## src/rtl/serial_subtractor_pkg.sv

```systemverilog
// -----------------------------------------------------------------------------
// serial_sub_pkg
// Shared definitions for the bit-serial subtractor slice.
//   SUB_WIDTH_DEF : default operand/result width
//   sub_state_e   : controller states (IDLE, RUN, DONE)
// Optional feature macro used elsewhere in the slice: SERIAL_SUB_OVF_EN
// -----------------------------------------------------------------------------
package serial_sub_pkg;

  localparam int SUB_WIDTH_DEF = 8;

  typedef enum logic [1:0] {
    IDLE = 2'd0,
    RUN  = 2'd1,
    DONE = 2'd2
  } sub_state_e;

endpackage

```

## src/rtl/serial_subtractor_if.sv

```systemverilog
// -----------------------------------------------------------------------------
// serial_subtractor_if
// Operand and result handshakes of the bit-serial subtractor.
//   start_valid / start_ready : operand pair a, b offered / accepted
//   diff_valid  / diff_ready  : result diff, borrow (and ovf) offered / taken
//   ovf                       : signed overflow, only when SERIAL_SUB_OVF_EN
// Modports:
//   master : producer/consumer side (drives operands, accepts results)
//   slave  : the subtractor itself
// -----------------------------------------------------------------------------
interface serial_subtractor_if
  import serial_sub_pkg::*;
#(
  parameter int WIDTH = SUB_WIDTH_DEF
) ();

  logic             start_valid;
  logic             start_ready;
  logic [WIDTH-1:0] a;
  logic [WIDTH-1:0] b;
  logic             diff_valid;
  logic             diff_ready;
  logic [WIDTH-1:0] diff;
  logic             borrow;
`ifdef SERIAL_SUB_OVF_EN
  logic             ovf;
`endif

`ifdef SERIAL_SUB_OVF_EN
  modport master (
    output start_valid, a, b, diff_ready,
    input  start_ready, diff_valid, diff, borrow, ovf
  );

  modport slave (
    input  start_valid, a, b, diff_ready,
    output start_ready, diff_valid, diff, borrow, ovf
  );
`else
  modport master (
    output start_valid, a, b, diff_ready,
    input  start_ready, diff_valid, diff, borrow
  );

  modport slave (
    input  start_valid, a, b, diff_ready,
    output start_ready, diff_valid, diff, borrow
  );
`endif

endinterface

```

## src/rtl/serial_subtractor_fs.sv

```systemverilog
// -----------------------------------------------------------------------------
// FS
// Combinational one-bit full subtractor: D = A - B - Bin, Bout = borrow out.
// Ports:
//   A, B, Bin : minuend bit, subtrahend bit, borrow in
//   D, Bout   : difference bit, borrow out
// -----------------------------------------------------------------------------
module FS (
  input  logic A,
  input  logic B,
  input  logic Bin,
  output logic D,
  output logic Bout
);

  logic w_axb;

  assign w_axb = A ^ B;
  assign D     = w_axb ^ Bin;
  // Borrow when B exceeds A outright, or when they tie and a borrow comes in.
  assign Bout  = (~A & B) | (~w_axb & Bin);

endmodule

```

## src/rtl/serial_subtractor.sv

```systemverilog
// -----------------------------------------------------------------------------
// serial_subtractor
// Bit-serial, LSB-first two's-complement subtractor computing a - b over WIDTH
// clock cycles with one FS cell and a rippled borrow register.
// Ports:
//   clk   : rising-edge clock
//   rst_n : asynchronous active-low reset
//   bus   : serial_subtractor_if.slave (operand and result handshakes)
// Parameter:
//   WIDTH : operand/result width, 2..32
// Optional feature: SERIAL_SUB_OVF_EN adds the ovf output and the captured
// operand sign pair used to compute it.
//
// state | meaning
// ------+----------------------------------------------------------
// IDLE  | start_ready high, waiting for an operand pair
// RUN   | one bit per cycle through the FS cell, LSB first
// DONE  | diff_valid high, result held until the consumer takes it
// -----------------------------------------------------------------------------
module serial_subtractor
  import serial_sub_pkg::*;
#(
  parameter int WIDTH = SUB_WIDTH_DEF
) (
  input  logic                clk,
  input  logic                rst_n,
  serial_subtractor_if.slave  bus
);

  localparam int               CNT_W    = $clog2(WIDTH);
  localparam logic [CNT_W-1:0] CNT_LAST = CNT_W'(WIDTH - 1);

  sub_state_e       r_state;
  logic [WIDTH-1:0] r_a;
  logic [WIDTH-1:0] r_b;
  logic [WIDTH-1:0] r_diff;
  logic [CNT_W-1:0] r_cnt;
  logic             r_borrow;

  logic w_d;
  logic w_bout;
  logic w_accept;
  logic w_last;

`ifdef SERIAL_SUB_OVF_EN
  logic r_a_sign;
  logic r_b_sign;
  logic r_ovf;
`endif

  FS u_fs (
    .A    (r_a[0]),
    .B    (r_b[0]),
    .Bin  (r_borrow),
    .D    (w_d),
    .Bout (w_bout)
  );

  assign w_accept = (r_state == IDLE) & bus.start_valid;
  assign w_last   = (r_cnt == CNT_LAST);

  always_ff @(posedge clk or negedge rst_n) begin
    if (!rst_n) begin
      r_state <= IDLE;
    end else begin
      case (r_state)
        IDLE:    if (bus.start_valid) r_state <= RUN;
        RUN:     if (w_last)          r_state <= DONE;
        DONE:    if (bus.diff_ready)  r_state <= IDLE;
        default:                      r_state <= IDLE;
      endcase
    end
  end

  always_ff @(posedge clk or negedge rst_n) begin
    if (!rst_n) begin
      r_a      <= '0;
      r_b      <= '0;
      r_diff   <= '0;
      r_cnt    <= '0;
      r_borrow <= 1'b0;
    end else if (w_accept) begin
      r_a      <= bus.a;
      r_b      <= bus.b;
      r_cnt    <= '0;
      r_borrow <= 1'b0;
    end else if (r_state == RUN) begin
      r_a      <= r_a >> 1;
      r_b      <= r_b >> 1;
      r_diff   <= {w_d, r_diff[WIDTH-1:1]};
      r_borrow <= w_bout;
      // Hold on the last bit so the counter never wraps.
      if (!w_last) begin
        r_cnt <= r_cnt + 1'b1;
      end
    end
  end

`ifdef SERIAL_SUB_OVF_EN
  always_ff @(posedge clk or negedge rst_n) begin
    if (!rst_n) begin
      r_a_sign <= 1'b0;
      r_b_sign <= 1'b0;
      r_ovf    <= 1'b0;
    end else if (w_accept) begin
      r_a_sign <= bus.a[WIDTH-1];
      r_b_sign <= bus.b[WIDTH-1];
      r_ovf    <= 1'b0;
    end else if ((r_state == RUN) && w_last) begin
      // w_d is the result MSB being shifted in on this edge.
      r_ovf <= (r_a_sign != r_b_sign) & (w_d != r_a_sign);
    end
  end

  assign bus.ovf = r_ovf;
`endif

  // Outputs come straight from flops or decode of the state flop only.
  assign bus.start_ready = (r_state == IDLE);
  assign bus.diff_valid  = (r_state == DONE);
  assign bus.diff        = r_diff;
  assign bus.borrow      = r_borrow;

endmodule

```

## src/flat_wrapper.sv

```systemverilog
// flat-port wrapper written by rule: the top's interface ports become plain ports
module serial_subtractor_flat import serial_sub_pkg::*;
#(
  parameter int WIDTH = SUB_WIDTH_DEF
)
  (clk, rst_n, bus_start_valid, bus_a, bus_b, bus_diff_ready, bus_start_ready, bus_diff_valid, bus_diff, bus_borrow);
  serial_subtractor_if #(.WIDTH(WIDTH)) bus_i ();
  input  logic clk;
  input  logic rst_n;
  input wire logic [$bits(bus_i.start_valid)-1:0] bus_start_valid;
  input wire logic [$bits(bus_i.a)-1:0] bus_a;
  input wire logic [$bits(bus_i.b)-1:0] bus_b;
  input wire logic [$bits(bus_i.diff_ready)-1:0] bus_diff_ready;
  output wire logic [$bits(bus_i.start_ready)-1:0] bus_start_ready;
  output wire logic [$bits(bus_i.diff_valid)-1:0] bus_diff_valid;
  output wire logic [$bits(bus_i.diff)-1:0] bus_diff;
  output wire logic [$bits(bus_i.borrow)-1:0] bus_borrow;
  assign bus_i.start_valid = bus_start_valid;
  assign bus_i.a = bus_a;
  assign bus_i.b = bus_b;
  assign bus_i.diff_ready = bus_diff_ready;
  assign bus_start_ready = bus_i.start_ready;
  assign bus_diff_valid = bus_i.diff_valid;
  assign bus_diff = bus_i.diff;
  assign bus_borrow = bus_i.borrow;
  serial_subtractor #(.WIDTH(WIDTH)) u_core (.clk(clk), .rst_n(rst_n), .bus(bus_i));
endmodule
```

## config.mk

```make
export PLATFORM = sky130hd
export DESIGN_NAME = serial_subtractor_flat
export DESIGN_NICKNAME = d
export VERILOG_FILES = /design/src/rtl/serial_subtractor_pkg.sv /design/src/rtl/serial_subtractor_if.sv /design/src/rtl/serial_subtractor_fs.sv /design/src/rtl/serial_subtractor.sv /design/src/flat_wrapper.sv
export SDC_FILE = /design/constraint.sdc
export NUM_CORES = 1
export LEC_CHECK = 0
export CORE_UTILIZATION = 35
export DETAILED_ROUTE_END_ITERATION = 10
export PLACE_DENSITY = 0.72
export SYNTH_ARGS = -nofsm -noshare
export SYNTH_HDL_FRONTEND = slang
export SYNTH_HIERARCHICAL = 1
export SYNTH_SLANG_ARGS = --single-unit
```

## constraint.sdc

```tcl
create_clock -name clk -period 1.4 [get_ports clk]
set_input_delay 0.21 -clock clk [delete_from_list [all_inputs] [get_ports clk]]
set_output_delay 0.21 -clock clk [all_outputs]
set_load 0.005 [all_outputs]
```

==> tab_implementation.tex, run 1 <==
\begin{tabular}{lr}
\hline
Metric & Value \\
\hline
\multicolumn{2}{l}{\textbf{Outcome}} \\
\quad Status & finished with violations \\
\quad Failing checks & setup timing \\
\multicolumn{2}{l}{\textbf{Drt}} \\
\quad Final wirelength & 3350 µm \\
\quad Detail-routed net length per standard cell & 16.2 µm \\
\quad Number of vias per cell after detailed routing & around 5.2 \\
\quad Count of antenna-violating nets left after detailed routing & 0 \\
\quad Violation count after the first detailed-route iteration & 48 \\
\quad Via count of the routed design & between 1000 and 1500 \\
\quad Number of remaining DRC errors & 0 \\
\quad Detailed Routing Iterations Pass 1 & 4 \\
\multicolumn{2}{l}{\textbf{Setup path}} \\
\quad Category of the worst setup path capture point & flip-flop \\
\quad Depth of the most critical reg-to-reg path & 4 \\
\quad Critical Path Start Type & flip-flop \\
\quad Worst reg2reg startpoint & u\_core/r\_state[0] \\
\quad Peak fanout along the critical path & 3 \\
\quad Crit path DAT & approximately 1600 ps \\
\quad Worst setup slack for register-to-register paths & -20 ps \\
\quad Capture point of the worst reg-to-reg path & u\_core/r\_a[0] \\
\quad Worst Setup Path Type & flip-flop to flip-flop \\
\quad Crit path required time & between 1500 and 2000 ps \\
\multicolumn{2}{l}{\textbf{Power and ir drop}} \\
\quad Power density over the cells & 2140 nW/µm² \\
\quad Pleak & between 0.0009 and 0.001 µW \\
\quad Max rail drop VDD & 1090 µV \\
\multicolumn{2}{l}{\textbf{Flow run}} \\
\quad Max-cap violations & 0 \\
\multicolumn{2}{l}{\textbf{Layout}} \\
\quad Number of non-filler instances in the completed layout & roughly 210 \\
\quad Layout overhead on the synthesized area & 45.8\% \\
\quad Antenna cell count & 0 \\
\quad Filler Cell Count & between 300 and 400 \\
\quad Number of nets in the final layout & approximately 180 \\
\quad Fraction of layout cells with a size suffix above 1 & 34.4\% \\
\multicolumn{2}{l}{\textbf{Global routing}} \\
\quad GRT Resource Usage Total & around 16\% \\
\quad Number of global-route vias before repair & 1097 \\
\quad First-pass GRT wire length & between 5000 and 6000 µm \\
\quad Pin count of the biggest net entering global routing & 31 \\
\quad Number of antenna violations at the first check in global routing & 0 \\
\quad Congestion Overflow GR & 0 \\
\multicolumn{2}{l}{\textbf{Synthesis}} \\
\quad Part of the Yosys area used for sequential elements & 51.3\% \\
\quad Library cells used by synthesis & 27 \\
\quad Most frequent cells after synthesis & dfrtp\_1 (30), o221a\_2 (14), or4b\_1 (14), inv\_1 (8), mux2\_2 (8) \\
\quad Post-synth net total & around 140 \\
\quad Register bit count reported by yosys & 30 \\
\quad Cell taking the most area after synthesis & dfrtp\_1 \\
\quad Yosys warnings & 6 \\
\quad Top area cells in the synthesized netlist & dfrtp\_1 (51\%), o221a\_2 (11\%), or4b\_1 (9.6\%) \\
\quad Number of enable-type register cells in the synthesized netlist & 0 \\
\quad Cell area after technology mapping & approximately 1500 µm² \\
\quad Primary FF master, synth & dfrtp\_1 \\
\quad Area share of the largest cell type after synthesis & between 50\% and 60\% \\
\quad Syn Inst Count & between 100 and 150 \\
\quad Most common cell in the synthesized netlist & dfrtp\_1 \\
\quad Share of async-settable or async-resettable flops after synthesis & 100\% \\
\quad Average instance area after synthesis & around 13 µm² \\
\multicolumn{2}{l}{\textbf{STA}} \\
\quad Final number of max-transition violations & 0 \\
\quad Final setup violating endpoints & 2 \\
\quad Headroom to the max-slew limit & between 70 and 80\% \\
\quad Fmax & between 0.7 and 0.8 GHz \\
\quad Setup ws final & -15.0 ps \\
\quad Setup repair after global routing missed its margin & true \\
\quad Final setup skew & 4.84 ps \\
\quad Minimum clock period & $\sim$1400 ps \\
\quad Final worst-path cycle share & 101\% \\
\quad Actual slew at the worst max-slew pin & between 300 and 400 ps \\
\quad Final Hold Viols & 0 \\
\multicolumn{2}{l}{\textbf{Die}} \\
\quad Total die area & 4440 µm² \\
\quad Chip Height & between 60 and 70 µm \\
\quad Width of the die & $\sim$67 µm \\
\quad I/O pin total & 31 \\
\quad Starting density of the core & a little over a third \\
\quad Floorplan Core Area & 4000 µm² \\
\quad Number of core rows & 23 \\
\multicolumn{2}{l}{\textbf{Clock network}} \\
\quad Worst-Skew Late Latency & 280 ps \\
\quad Inserted Clock Buffers & 5 \\
\quad Root buffer selected by CTS & clkbuf\_8 \\
\quad CTS max path bufs & 2 \\
\quad Maximum level of the CTS H-tree & 2 \\
\quad Number of sinks on the clock net & 30 \\
\quad Clock Pin Slew Worst Setup and Hold Paths & 60 ps \\
\quad TritonCTS clock tree & done \\
\multicolumn{2}{l}{\textbf{Placement}} \\
\quad Placed Instances & between 150 and 200 \\
\quad DP Worst Slack & -178 ps \\
\quad Weighted congestion at the end of routability-driven global placement & approximately 0.74 \\
\quad Port-buffer cells & 30 \\
\quad Detailed Place HPWL & approximately 2100 µm \\
\multicolumn{2}{l}{\textbf{Worst hold path}} \\
\quad Kind of path behind the tightest hold check & input port to asynchronous set/reset pin \\
\hline
\end{tabular}
[worst max path at each step]
stage | from | end | depth (start not counted)
global route | u_core/r_state[0] | u_core/r_b[0] | 4
finish | u_core/r_state[0] | u_core/r_a[0] | 4
detailed placement | bus_start_valid | u_core/r_b[3] | 4
CTS | u_core/r_state[0] | u_core/r_b[0] | 4
floorplan | u_core/r_cnt[0] | u_core/r_cnt[0] | 4
global placement | bus_start_valid | u_core/r_a[0] | 4
[metal layers]
metal | share of wire (%) | GRT usage [%]
met1 | 43 | 18.3
met2 | 52 | 28.4
met5 | 0 | 0
met3 | 4.4 | 3.60
met4 | 0.75 | 5.59
[area by class of cell]
cell class | instances | area [µm²] | area share, %
sequential | 30 | 752 | 35.3
multi-input combinational | 65 | 669 | 31.4
timing repair buffer | 46 | 523 | 24.5
clock buffer | 6 | 82.6 | 3.87
tap | 50 | 62.6 | 2.93
inverter | 8 | 30.0 | 1.41
clock inverter | 2 | 12.5 | 0.587
[registers in the layout, indices dropped and copies added (netlist names)]
name,cells
u_core/bus.diff,8
u_core/r_cnt,3
u_core/bus.borrow,1
u_core/r_a,8
u_core/r_state,2
u_core/r_b,8
[power by group]
| group | leakage, µW | internal, µW | switching, µW |
|---|---|---|---|
| Clock | 0.0000472 | 394 | 309 |
| Sequential | 0.000355 | 1290 | 297 |
| Combinational | 0.000582 | 1450 | 817 |
[critical path: stages, from the launching register on]
cell and delay, ps:
dfrtp_2 440, buf_6 140, buf_6 120, or4b_1 470, o221a_2 130
[cell families (layout without fill, tap and decap cells)]
family | after synthesis | count (layout) | synth area share [%]
multiplexers | 8 | 8 | 6.16
AO/OA/AOI/OAI | 23 | 23 | 16.0
AND/OR/NAND/NOR | 31 | 31 | 16.9
buffers and inverters | 19 | 62 | 6.59
flip-flops | 30 | 30 | 51.3
adder cells (fa/ha/maj) | 3 | 3 | 3.08
[per-stage QoR]
step	util, %	total power (µW)	TNS, ps	hold slack [ps]	cell area, µm²
final	53.3	4560	-26.2	322	2130
after global routing	53.3	4870	-132	379	2130
after CTS	50.4	4270	-15.3	330	2020
after detailed placement	46.3	3360	-2950	505	1850
after global placement	46.3	3240	-2520	488	1850
after floorplan	-	2650	0	-85.6	1460
[timing repair]
action,in CTS,in global routing
resized for setup,12,16
pin swaps,2,0
setup endpoints to repair,4,27
cloned,1,2
buffers inserted,1,3
hold endpoints to repair,0,0
hold buffers,0,0
[cell usage in the layout, fill, tap and decap left out, types with 2 or more instances in the layout]
cell type / count
buf_12: 2
ha_1: 2
dlymetal6s2s_1: 7
buf_4: 8
or4b_1: 14
nand2_1: 2
clkbuf_8: 6
nand3_1: 3
mux2_2: 2
a211o_1: 2
nor4bb_1: 2
nand2b_1: 3
buf_6: 3
clkdlybuf4s50_1: 21
clkbuf_16: 2
o221a_2: 14
inv_1: 8
nor3b_1: 2
o221ai_2: 2
dfrtp_1: 29
mux2_4: 6
Power figures use the tool's default switching activity.
==> run 2, diff against run 1 <==
--- a/config.mk
+++ b/config.mk
@@ -5,7 +5,9 @@
 export SDC_FILE = /design/constraint.sdc
 export NUM_CORES = 1
 export LEC_CHECK = 0
+export CORE_MARGIN = 3
 export CORE_UTILIZATION = 35
+export CTS_CLUSTER_SIZE = 30
 export DETAILED_ROUTE_END_ITERATION = 10
 export PLACE_DENSITY = 0.72
 export SYNTH_ARGS = -nofsm -noshare
==> run 2 against run 1 <==
The flow now finishes without violations. Clock skew is 1.9 ps higher. Core utilization is 1.8 points higher. Non-clock buffer count increased by 6. Total power down 3.1%. Maximum frequency rose by 2.0%. Critical path depth is the same. Cell area shrank 0.41%. First-iteration DRC count is 10% higher. Critical path type unchanged. Highest routed layer unchanged.
==> tab_implementation.tex, run 2 (same netlist as run 1, synthesis figures left out) <==
\begin{tabular}{lr}
\hline
Metric & Value \\
\hline
\multicolumn{2}{l}{\textbf{Setup path}} \\
\quad Worst path bufs/invs & 2 \\
\quad Worst Setup Path Type & flip-flop to flip-flop \\
\quad Critical Path Start Type & flip-flop \\
\quad Cell class contributing the biggest share of worst-path delay & simple AND/OR/NAND/NOR gates \\
\quad Cell with the largest stage delay on the worst path & or4b\_4 \\
\quad Peak fanout along the critical path & 7 \\
\quad Category of the worst setup path capture point & flip-flop \\
\quad Most common cell on crit path & buf\_6 \\
\quad Longest individual stage delay on the worst path & between 400 and 500 ps \\
\quad Crit path required time & between 1500 and 2000 ps \\
\quad Cell chain of the critical path & buf\_6 -> buf\_6 -> or4b\_4 -> o221a\_4 \\
\quad Crit path DAT & roughly 1600 ps \\
\multicolumn{2}{l}{\textbf{Drt}} \\
\quad Number of remaining DRC errors & 0 \\
\quad Final wirelength & between 3000 and 4000 µm \\
\quad Violation count after the first detailed-route iteration & 53 \\
\quad Count of antenna-violating nets left after detailed routing & 0 \\
\quad Via count of the routed design & around 1100 \\
\quad Detailed Routing Iterations Pass 1 & 4 \\
\quad Detail-routed net length per standard cell & 15.6 µm \\
\quad Number of vias per cell after detailed routing & approximately 5.3 \\
\multicolumn{2}{l}{\textbf{Layout}} \\
\quad Number of nets in the final layout & around 190 \\
\quad Number of non-filler instances in the completed layout & $\sim$210 \\
\quad Share of the core filled with cells in the final layout & between 50\% and 60\% \\
\quad Filler Cell Count & 335 \\
\quad Layout overhead on the synthesized area & 45.2\% \\
\quad Leading cell types in the layout, fill and taps excluded & dfrtp\_1 (28), clkdlybuf4s50\_1 (25), buf\_4 (16) \\
\quad Antenna cell count & 0 \\
\quad Fraction of layout cells with a size suffix above 1 & between 40 and 50\% \\
\quad Area of the multi-input gates & 686 µm² \\
\quad Seq. cell area & 753 µm² \\
\quad Leading cell type in the layout, fill and taps excluded & dfrtp\_1 \\
\multicolumn{2}{l}{\textbf{STA}} \\
\quad Final worst-path cycle share & between 90 and 100\% \\
\quad Final setup violating endpoints & 0 \\
\quad Final Hold Viols & 0 \\
\quad Headroom to the max-slew limit & roughly 75\% \\
\quad Setup repair after global routing missed its margin & true \\
\quad Final setup skew & 6.69 ps \\
\quad Final number of max-transition violations & 0 \\
\quad Minimum clock period & about 1400 ps \\
\quad Setup ws final & between 10 and 15 ps \\
\quad Min Hold Slack & 313 ps \\
\quad Fmax & 0.721 GHz \\
\quad Actual slew at the worst max-slew pin & 376 ps \\
\multicolumn{2}{l}{\textbf{Placement}} \\
\quad Placed Instances & between 150 and 200 \\
\quad Weighted congestion at the end of routability-driven global placement & around 0.76 \\
\quad DP Worst Slack & -176 ps \\
\quad Port-buffer cells & 30 \\
\quad Detailed Place HPWL & between 2000 and 2500 µm \\
\multicolumn{2}{l}{\textbf{Die}} \\
\quad Starting density of the core & between 30\% and 40\% \\
\quad Chip Height & 70.6 µm \\
\quad Width of the die & between 70 and 80 µm \\
\quad Total die area & around 5000 µm² \\
\quad I/O pin total & 31 \\
\quad Floorplan Core Area & just under 4000 µm² \\
\quad Number of core rows & 22 \\
\multicolumn{2}{l}{\textbf{Global routing}} \\
\quad Number of global-route vias before repair & between 1000 and 1500 \\
\quad First-pass GRT wire length & between 5000 and 6000 µm \\
\quad Pin count of the biggest net entering global routing & 31 \\
\quad Congestion Overflow GR & 0 \\
\quad Number of antenna violations at the first check in global routing & 0 \\
\quad GRT Resource Usage Total & 13.5\% \\
\multicolumn{2}{l}{\textbf{Clock network}} \\
\quad Maximum level of the CTS H-tree & 2 \\
\quad TritonCTS clock tree & done \\
\quad CTS max path bufs & 2 \\
\quad Cts-stage hold buffer count & 0 \\
\quad Root buffer selected by CTS & clkbuf\_8 \\
\quad Inserted Clock Buffers & 5 \\
\quad Clock Pin Slew Worst Setup and Hold Paths & 70 ps \\
\quad Number of sinks on the clock net & 30 \\
\quad Worst-Skew Late Latency & approximately 280 ps \\
\multicolumn{2}{l}{\textbf{Worst hold path}} \\
\quad Kind of path behind the tightest hold check & input port to asynchronous set/reset pin \\
\multicolumn{2}{l}{\textbf{Power and ir drop}} \\
\quad Power density over the cells & around 2100 nW/µm² \\
\quad Pleak & 0.000937 µW \\
\quad Max rail drop VDD & approximately 900 µV \\
\multicolumn{2}{l}{\textbf{Flow run}} \\
\quad Max-cap violations & 0 \\
\multicolumn{2}{l}{\textbf{Outcome}} \\
\quad Status & finished clean \\
\hline
\end{tabular}
## run 2: path summary, 6_finish.rpt
kind / cells past startpoint / start / slack (ps) / endpoint
max in group asynchronous: 2 / rst_n / 790 / u_core/r_state[0]
max reg2reg: 4 / u_core/r_state[1] / 10 / u_core/r_a[3]
min in group clk: 1 / u_core/bus.diff[0] / 510 / u_core/bus.diff[0]
min: 2 / rst_n / 310 / u_core/bus.diff[0]
max: 4 / u_core/r_state[1] / 10 / u_core/r_a[3]
min reg2reg: 1 / u_core/bus.diff[0] / 510 / u_core/bus.diff[0]
## run 2: final cells by class
type	count	share of cell area, %
Sequential cell	30	35.5
Inverter	8	1.41
Tap cell	48	2.83
Timing Repair Buffer	52	23.5
Clock inverter	2	0.589
Multi-Input combinational cell	65	32.3
Clock buffer	6	3.89
## run 2: stage by stage
step / power [µW] / setup TNS, ps / instance area [µm²]
after global routing: 4730 / -97.1 / 2120
after CTS: 4230 / -3.61 / 2040
final: 4420 / 0 / 2120
after floorplan: 2650 / 0 / 1460
after global placement: 3280 / -1810 / 1880
after detailed placement: 3410 / -2180 / 1880
## run 2: worst register-to-register path, stage by stage, from the launching register on
cell	delay [ps]
dfrtp_2	410
buf_6	130
buf_6	120
or4b_4	490
o221a_4	130
## run 2: layer usage
metal  track usage, %  part of all wire (%)
met5                0                     0
met4             2.92                   2.3
met3             5.68                   5.1
met2             23.7                    49
met1             15.4                    43
## run 2: repair_timing
item | in CTS | in global routing
endpoints found under the setup margin | 15 | 27
setup buffers | 4 | 3
gates resized for setup | 11 | 19
pin swaps | 12 | 3
gates cloned | 0 | 0
## run 2: report_power, final
group	internal (µW)	switching, µW	total [µW]
clock	394	324	718
sequential	1290	300	1590
combinational	1330	775	2110
